`config.mk`:
```
export PLATFORM = sky130hd
export DESIGN_NAME = cmos_rgb565_capture
export DESIGN_NICKNAME = d
export VERILOG_FILES = /design/src/rtl/cmos_rgb565_capture.sv
export SDC_FILE = /design/constraint.sdc
export NUM_CORES = 1
export LEC_CHECK = 0
export ABC_AREA = 1
export BUFFER_PORTS_ARGS = -buffer_cell sky130_fd_sc_hd__buf_2
export CAP_MARGIN = 25
export CORE_AREA = 2 2 82 103
export CTS_CLUSTER_SIZE = 16
export DETAILED_ROUTE_END_ITERATION = 8
export DIE_AREA = 0 0 84 105
export MAX_ROUTING_LAYER = met4
export PLACE_DENSITY = 0.78
export SYNTH_ARGS = -nofsm -noshare
export SYNTH_HDL_FRONTEND = slang
export SYNTH_SLANG_ARGS = --single-unit
```
`constraint.sdc`:
```
create_clock -name cmos_pclk -period 3.9 [get_ports cmos_pclk]
set_input_delay 0.78 -clock cmos_pclk [delete_from_list [all_inputs] [get_ports cmos_pclk]]
set_output_delay 0.78 -clock cmos_pclk [all_outputs]
set_load 0.02 [all_outputs]
```
`src/rtl/cmos_rgb565_capture.sv`:
```
// OV5640 DVP capture front end: registers the sensor bus, pairs bytes into RGB565
// words, gates capture on frame boundaries and reports per-frame geometry errors.
module cmos_rgb565_capture #(
    parameter int unsigned H_ACT      = 1920,
    parameter int unsigned V_ACT      = 1080,
    parameter int unsigned FRAME_SKIP = 8,
    parameter bit          VSYNC_POL  = 1'b1
) (
    input  logic        cmos_pclk,
    input  logic        rst,
    input  logic        cmos_vsync,
    input  logic        cmos_href,
    input  logic [7:0]  cmos_data,
    input  logic        capture_en,
    output logic        o_wr_en,
    output logic [15:0] o_wr_data,
    output logic        o_frame_start,
    output logic        o_frame_done,
    output logic        o_frame_err,
    output logic [7:0]  o_frame_cnt
);

    typedef enum logic [1:0] {
        SKIP   = 2'd0,
        WAIT   = 2'd1,
        ACTIVE = 2'd2
    } state_t;

    localparam logic [11:0] H_LIM    = 12'(H_ACT);
    localparam logic [11:0] V_LIM    = 12'(V_ACT);
    localparam logic [11:0] CNT_MAX  = '1;
    localparam logic [15:0] SKIP_LIM = 16'(FRAME_SKIP);

    state_t      state;
    state_t      state_nxt;

    logic        vs_r;
    logic        hs_r;
    logic [7:0]  d_r;
    logic        vs_n;
    logic        vs_n_d;
    logic        in_line;
    logic        in_line_d;
    logic        fs;
    logic        line_end;

    logic        phase;
    logic [7:0]  hi_byte;
    logic [11:0] pix_cnt;
    logic [11:0] line_cnt;
    logic        err_acc;
    logic [15:0] skip_cnt;

    logic        start_c;
    logic        done_c;
    logic        skip_inc;

    assign vs_n     = VSYNC_POL ? vs_r : ~vs_r;
    assign fs       = vs_n & ~vs_n_d;
    // href seen while vsync is active is not part of a line
    assign in_line  = hs_r & ~vs_n;
    assign line_end = in_line_d & ~in_line & (state == ACTIVE);

    always_ff @(posedge cmos_pclk or posedge rst) begin
        if (rst) begin
            state <= SKIP;
        end else begin
            state <= state_nxt;
        end
    end

    always_comb begin
        state_nxt = state;
        start_c   = 1'b0;
        done_c    = 1'b0;
        skip_inc  = 1'b0;
        case (state)
            SKIP: begin
                if (SKIP_LIM == '0) begin
                    state_nxt = WAIT;
                end else if (fs) begin
                    skip_inc = 1'b1;
                    if (skip_cnt + 16'd1 >= SKIP_LIM) begin
                        state_nxt = WAIT;
                    end
                end
            end
            WAIT: begin
                if (fs && capture_en) begin
                    state_nxt = ACTIVE;
                    start_c   = 1'b1;
                end
            end
            ACTIVE: begin
                if (fs) begin
                    done_c = 1'b1;
                    if (capture_en) begin
                        start_c = 1'b1;
                    end else begin
                        state_nxt = WAIT;
                    end
                end
            end
            default: state_nxt = SKIP;
        endcase
    end

    always_ff @(posedge cmos_pclk or posedge rst) begin
        if (rst) begin
            vs_r          <= 1'b0;
            hs_r          <= 1'b0;
            d_r           <= '0;
            vs_n_d        <= 1'b0;
            in_line_d     <= 1'b0;
            phase         <= 1'b0;
            hi_byte       <= '0;
            pix_cnt       <= '0;
            line_cnt      <= '0;
            err_acc       <= 1'b0;
            skip_cnt      <= '0;
            o_wr_en       <= 1'b0;
            o_wr_data     <= '0;
            o_frame_start <= 1'b0;
            o_frame_done  <= 1'b0;
            o_frame_err   <= 1'b0;
            o_frame_cnt   <= '0;
        end else begin
            vs_r          <= cmos_vsync;
            hs_r          <= cmos_href;
            d_r           <= cmos_data;
            vs_n_d        <= vs_n;
            in_line_d     <= in_line;
            o_wr_en       <= 1'b0;
            o_frame_start <= start_c;
            o_frame_done  <= done_c;

            if (skip_inc) begin
                skip_cnt <= skip_cnt + 16'd1;
            end

            if (done_c) begin
                o_frame_err <= err_acc | (line_cnt != V_LIM);
                o_frame_cnt <= o_frame_cnt + 8'd1;
            end

            // Frame start wins over any pairing/line-end activity in the same cycle
            if (start_c) begin
                line_cnt <= '0;
                pix_cnt  <= '0;
                err_acc  <= 1'b0;
                phase    <= 1'b0;
            end else if (state == ACTIVE && in_line) begin
                if (!phase) begin
                    hi_byte <= d_r;
                    phase   <= 1'b1;
                end else begin
                    phase     <= 1'b0;
                    o_wr_data <= {hi_byte, d_r};
                    o_wr_en   <= (pix_cnt < H_LIM) && (line_cnt < V_LIM);
                    if (pix_cnt != CNT_MAX) begin
                        pix_cnt <= pix_cnt + 12'd1;
                    end
                end
            end else begin
                phase <= 1'b0;
                if (line_end) begin
                    if (line_cnt != CNT_MAX) begin
                        line_cnt <= line_cnt + 12'd1;
                    end
                    if (pix_cnt != H_LIM || phase) begin
                        err_acc <= 1'b1;
                    end
                    pix_cnt <= '0;
                end
            end
        end
    end

endmodule

```
**Word-level counts from Yosys, hierarchy flattened**

Index checks and enable logic that the tools add are counted.

- Add/sub/neg operators: 4
- $mul: 0
- Divide/modulo/power cells: 0
- $lt $le $gt $ge: 3
- Equal/unequal tests: 14
- Shift-type cells: 0
- Mux-type cells: 32
- Bitwise operators: 10
- Reduce and logical (&&, ||, !) cells: 15

Operator list:

| operator | number |
|---|---|
| 2-to-1 mux 12 bit | 9 |
| adder 12 x 1 -> 12 bit, second input constant | 2 |
| < comparator 12 x 11 -> 1 bit, second input constant | 2 |
| != test 12 x 11 -> 1 bit, second input constant | 2 |
| != test 12 bit, second input constant | 2 |
| adder 16 x 1 -> 16 bit, second input constant | 1 |
| >= comparator 16 x 4 -> 1 bit, second input constant | 1 |
| 2-to-1 mux 1 bit | 16 |
| AND reduction 3 bit | 5 |
| != test 2 bit, second input constant | 6 |
| 2-to-1 mux 2 bit | 5 |
| adder 8 x 1 -> 8 bit, second input constant | 1 |
| case mux 2 bit (3 select lines) | 1 |
| nonzero test 2 bit | 3 |
| inverter 1 bit | 5 |
| AND reduction 5 bit | 1 |
| bitwise AND 1 bit | 4 |
| logical AND 1 bit | 3 |
| != test 3 x 2 -> 1 bit, second input constant | 1 |
| != test 3 bit, second input constant | 1 |
| nonzero test 3 bit | 1 |
| equality test 2 x 1 -> 1 bit, second input constant | 1 |
| equality test 2 bit, second input constant | 1 |
| logical NOT 2 bit | 1 |
| 3 further kinds | 3 |

- Bits in registers: 92
- Latch bits: 0
- Memory bits (writable): 0
- Bits in read-only memories: 0
- Bits of input ports: 13
- Word-level logic and storage cells: 96
- Memories: 0

**Depth between registers and ports, before layout**

- Depth in word-level cells: 8
- Depth in mapped cells: 13

**Worst setup path before layout**

Ideal clock, no wire load.

- Path kind: reg2reg
- From: register state[0]
- To: register o_wr_data[12]
- Setup time: 125 ps
- Arrival: 1,569 ps
- Required time: 3,775 ps
- Slack: 2,207 ps
- Cell stages (with the launch flop): 9
- Cell sequence: dfrtp_1 > inv_1 > ha_1 > inv_2 > nor2_4 > buf_4 > nand2_2 > buf_2 > mux2_2

- Longest elaborated chain between the ends: 4
- Elaborated cells between the ends (all ways): 6
- Those cells by class: 2 x eq/ne; 1 x mux; 1 x bitwise; 2 x reduce/logical

RTL lines:

| element | RTL line | RTL |
|---|---|---|
| start: declaration | 34 | `state_t state;` |
| start signal: assignment | 68 | `state <= state_nxt;` |
| equality test 2 bit or equality test 2 x 1 -> 1 bit (tied branches) | 77, 152 |  |
| case mux 1 bit (2 select lines) | 77 | `case (state)` |
| inverter 1 bit (no line) | - |  |
| AND reduction 3 bit (no line) * | - |  |
| end signal: assignment | 158 | `o_wr_data <= {hi_byte, d_r};` |
| end: declaration | 16 | `output logic [15:0] o_wr_data,` |

Mark *: on every way between the ends. The rest lies on a longest branch, timed or not.
A chain may end at the register's enable or synchronous reset.

**Final worst setup path**

- From: register state[0]
- To: register pix_cnt[5]

- Longest elaborated chain between the ends: 4
- Elaborated cells between the ends (all ways): 11
- Those cells by class: 4 x eq/ne; 3 x mux; 1 x bitwise; 3 x reduce/logical

RTL lines:

| element | RTL line | RTL |
|---|---|---|
| equality test 2 bit or equality test 2 x 1 -> 1 bit (tied branches) | 62, 77, 152 |  |
| case mux 1 bit (2 select lines) (tied with other cells) | 77 |  |
| != test 3 x 2 -> 1 bit (no line) (tied with other cells) | - |  |
| AND reduction 3 bit (no line) or 2-to-1 mux 12 bit (tied branches) | - |  |
| end signal: assignment | 161 | `pix_cnt <= pix_cnt + 12'd1;` |
| end: declaration | 49 | `logic [11:0] pix_cnt;` |

Parallel ways exist; a longest one is shown, timed or not.

==> flow_metrics.tcl <==
set metrics [dict create \
    outcome "complete, no violations" \
    antenna_found_initial 0 \
    dp.cells 658 \
    yosysTopAreaCellShare_pct 50.8 \
    holdBufCountCts 0 \
    synth_edf_count 0 \
    std_cell_rows 36 \
    hp-class "register to register" \
    synthXorXnorAreaFrac_pct 4.06 \
    tns_ps 0 \
    worstPathMaxFanout 21 \
    numCtsBuffers 9 \
    clk_latency_ps 370 \
    path_cells "inv_1 -> ha_1 -> inv_2 -> nand2_1 -> nand4_1 -> nand2_1 -> nor2_1 -> nor2_2 -> clkinv_2 -> nand2_1 -> nand2_1" \
    wire_per_inst_microns 12.9 \
    grt_max_degree 40 \
    stdcell_area_sq_mm 0.00500 \
    pre_cts_ws_ps 1210 \
    crit_required_ps 4160 \
    rsz0062_at_grt "no" \
    cts_sinks 92 \
    finalHoldViolations 0 \
    htree_levels 3 \
    drt_wl_total_microns 8710 \
    yosys-top-cells-area "dfrtp_1 (51%), nand2_1 (12%), inv_1 (5.1%)" \
    placed_area_sq_mm 0.00480 \
    antenna_left 0 \
    dp_hpwl_microns 6260 \
    synthDistinctLibCells 34 \
    ios 41 \
    cp_top_family "simple AND/OR/NAND/NOR gates" \
    max-vdd-ir-drop_uv 345 \
    min_period_ps 2760 \
    cpMostUsedCell "nand2_1" \
    synthArstFlopShare_pct 100 \
    crit_path_start_kind "register" \
    ys_seq_area_share_pct 50.8 \
    fin_hold_ws_ps 405 \
    grt_pass1_vias 3561 \
    die_x_microns 84 \
    worstMarginPinSlew_ps 805 \
    synth_most_common_cell "nand2_1" \
    post_cts.repair.setup_buffers 0 \
    synthFlopType "dfrtp_1" \
    drc_errors 0 \
    clockBufferDepth 2 \
    final_cells 674 \
    synth.net_count 554 \
    criticalPathCategory "register to register" \
    synthCells 531 \
    root_buffer "clkbuf_8" \
    cts-resized-gates 0 \
    netlist_top_cells_count "nand2_1 (141), dfrtp_1 (92), inv_1 (62), nand3_1 (39), nor2_1 (39)" \
    cp-end-kind "register" \
    drtIter0Drc 221 \
    finClkSkew_ps 7.54 \
    synth-compound-area-share_pct 6.41 \
    cp_slowest_cell "nor2_2" \
    slowest_delay_ps 650 \
    nNetsFinal 597 \
    setup_viol_count_final 0 \
    synth_top_family_by_area "simple AND/OR/NAND/NOR gates" \
    diodes 0 \
    drive_above_1_share_pct 18.1 \
    relSlewSlack_pct 46.3 \
    cp.arrival_ps 3020 \
    synthAdderAreaFrac_pct 2.76 \
    overflow 0 \
    ys.warnings.count 0 \
    routabilityCongestion 0.851 \
    die_area_sq_mm 0.00882 \
    vias 3534 \
    maxSlewViolCount 0 \
    coreArea_sq_mm 0.00779 \
    timing.critical_path.buf_inv 3 \
    first_pass_iters 4 \
    fmax_ghz 0.363 \
    syn_to_final_growth_pct 10.4 \
    p_leak_nw 2.50 \
    track_usage_pct 21.9 \
    io_buffers 40 \
    fin_crit_sh_pct 70.7 \
    synth-simple-area-share_pct 26.9 \
    cap_violations 0 \
    synth.largest_area_cell "dfrtp_1" \
    start_util_pct 58.1 \
    grt_first_pass_wirelength_microns 15200 \
    syn-cell-area_sq_mm 0.00453 \
    synthMuxAreaShare_pct 1.99 \
    synth.avg_cell_area_sq_um 8.53 \
    power.density_mw_per_mm2 485 \
    cts_tree "done" \
    ys_ff_latch 92 \
    layout_setup_ws_ps 1140 \
    viasPerCell 5.24 \
    clk_pin_slew_worst_paths_ps 90 \
    die_h_microns 105 \
]
==> path summary, 6_finish.rpt <==
check	cells after the start	slack, ps	end	start
hold / removal	0	410	vs_n_d	vs_n
setup / recovery	11	1140	pix_cnt[5]	state[0]
hold reg to reg	0	410	vs_n_d	vs_n
min in group asynchronous	2	470	state[0]	rst
setup reg to reg	11	1140	pix_cnt[5]	state[0]
max in group asynchronous	3	2630	o_wr_data[12]	rst
==> where the power goes <==
part           switching (mW)  internal (mW)  total (mW)
logic                   0.371          0.192       0.563
clock network           0.348          0.301       0.649
registers               0.115           1.10        1.21
total                   0.835           1.59        2.42
==> worst reg2reg max path: stages, from the launching register on <==
cell,delay (ps)
dfrtp_1,410
inv_1,90
ha_1,260
inv_2,80
nand2_1,70
nand4_1,370
nand2_1,260
nor2_1,70
nor2_2,650
clkinv_2,190
nand2_1,140
nand2_1,70
==> cell type report <==
type	instances	area, sq um
timing repair buffer	42	215
clock buffer	9	124
tap	95	119
clock inverter	7	75.1
fill	633	2790
multi-input combinational	361	1910
inverter	68	258
sequential	92	2300
==> through the flow <==
stage / util, % / total power, mW
global route: 64.2 / 2.58
detailed placement: 61.6 / 1.79
CTS: 64.2 / 2.45
finish: 64.2 / 2.42
global placement: 61.6 / 1.76
floorplan: - / 1.65
==> metal layers <==
| metal | vias up | track usage, % | part of all wire [%] |
|---|---|---|---|
| li1 | 1771 | - | - |
| met1 | 1674 | 25.2 | 44 |
| met2 | 67 | 36.3 | 50 |
| met3 | 22 | 3.48 | 2.6 |
| met4 | 0 | 12.7 | 3.1 |
| met5 | - | - | 0 |
==> cell usage in the layout, fill, tap and decap left out, types with 6 or more instances in the layout <==
cell type,count
ha_1,10
nor2_2,10
xor2_1,14
nor3_1,9
mux2_2,8
o21ai_2,6
nand2_2,9
o21ai_1,7
nand4_1,13
clkbuf_8,9
inv_1,61
buf_2,40
nand2_1,141
xnor2_1,7
nand3_1,39
nor2_1,39
dfrtp_1,92
o21ai_0,32
==> cell families after synthesis <==
kind of cell    count (synthesis)
simple gates                  271
flops                          92
buf+inv                        78
compound gates                 51
xor+xnor                       21
fa+ha+maj                      10
mux                             8
==> registers in the layout, indices dropped and copies added, names as in the netlist <==
signal,count
skip_cnt,16
pix_cnt,12
state,2
line_cnt,12
in_line_d,1
o_frame_start,1
o_frame_err,1
err_acc,1
hi_byte,8
hs_r,1
o_wr_en,1
phase,1
o_frame_cnt,8
d_r,8
o_wr_data,16
vs_n_d,1
vs_n,1
o_frame_done,1
Power figures use the tool's default switching activity.
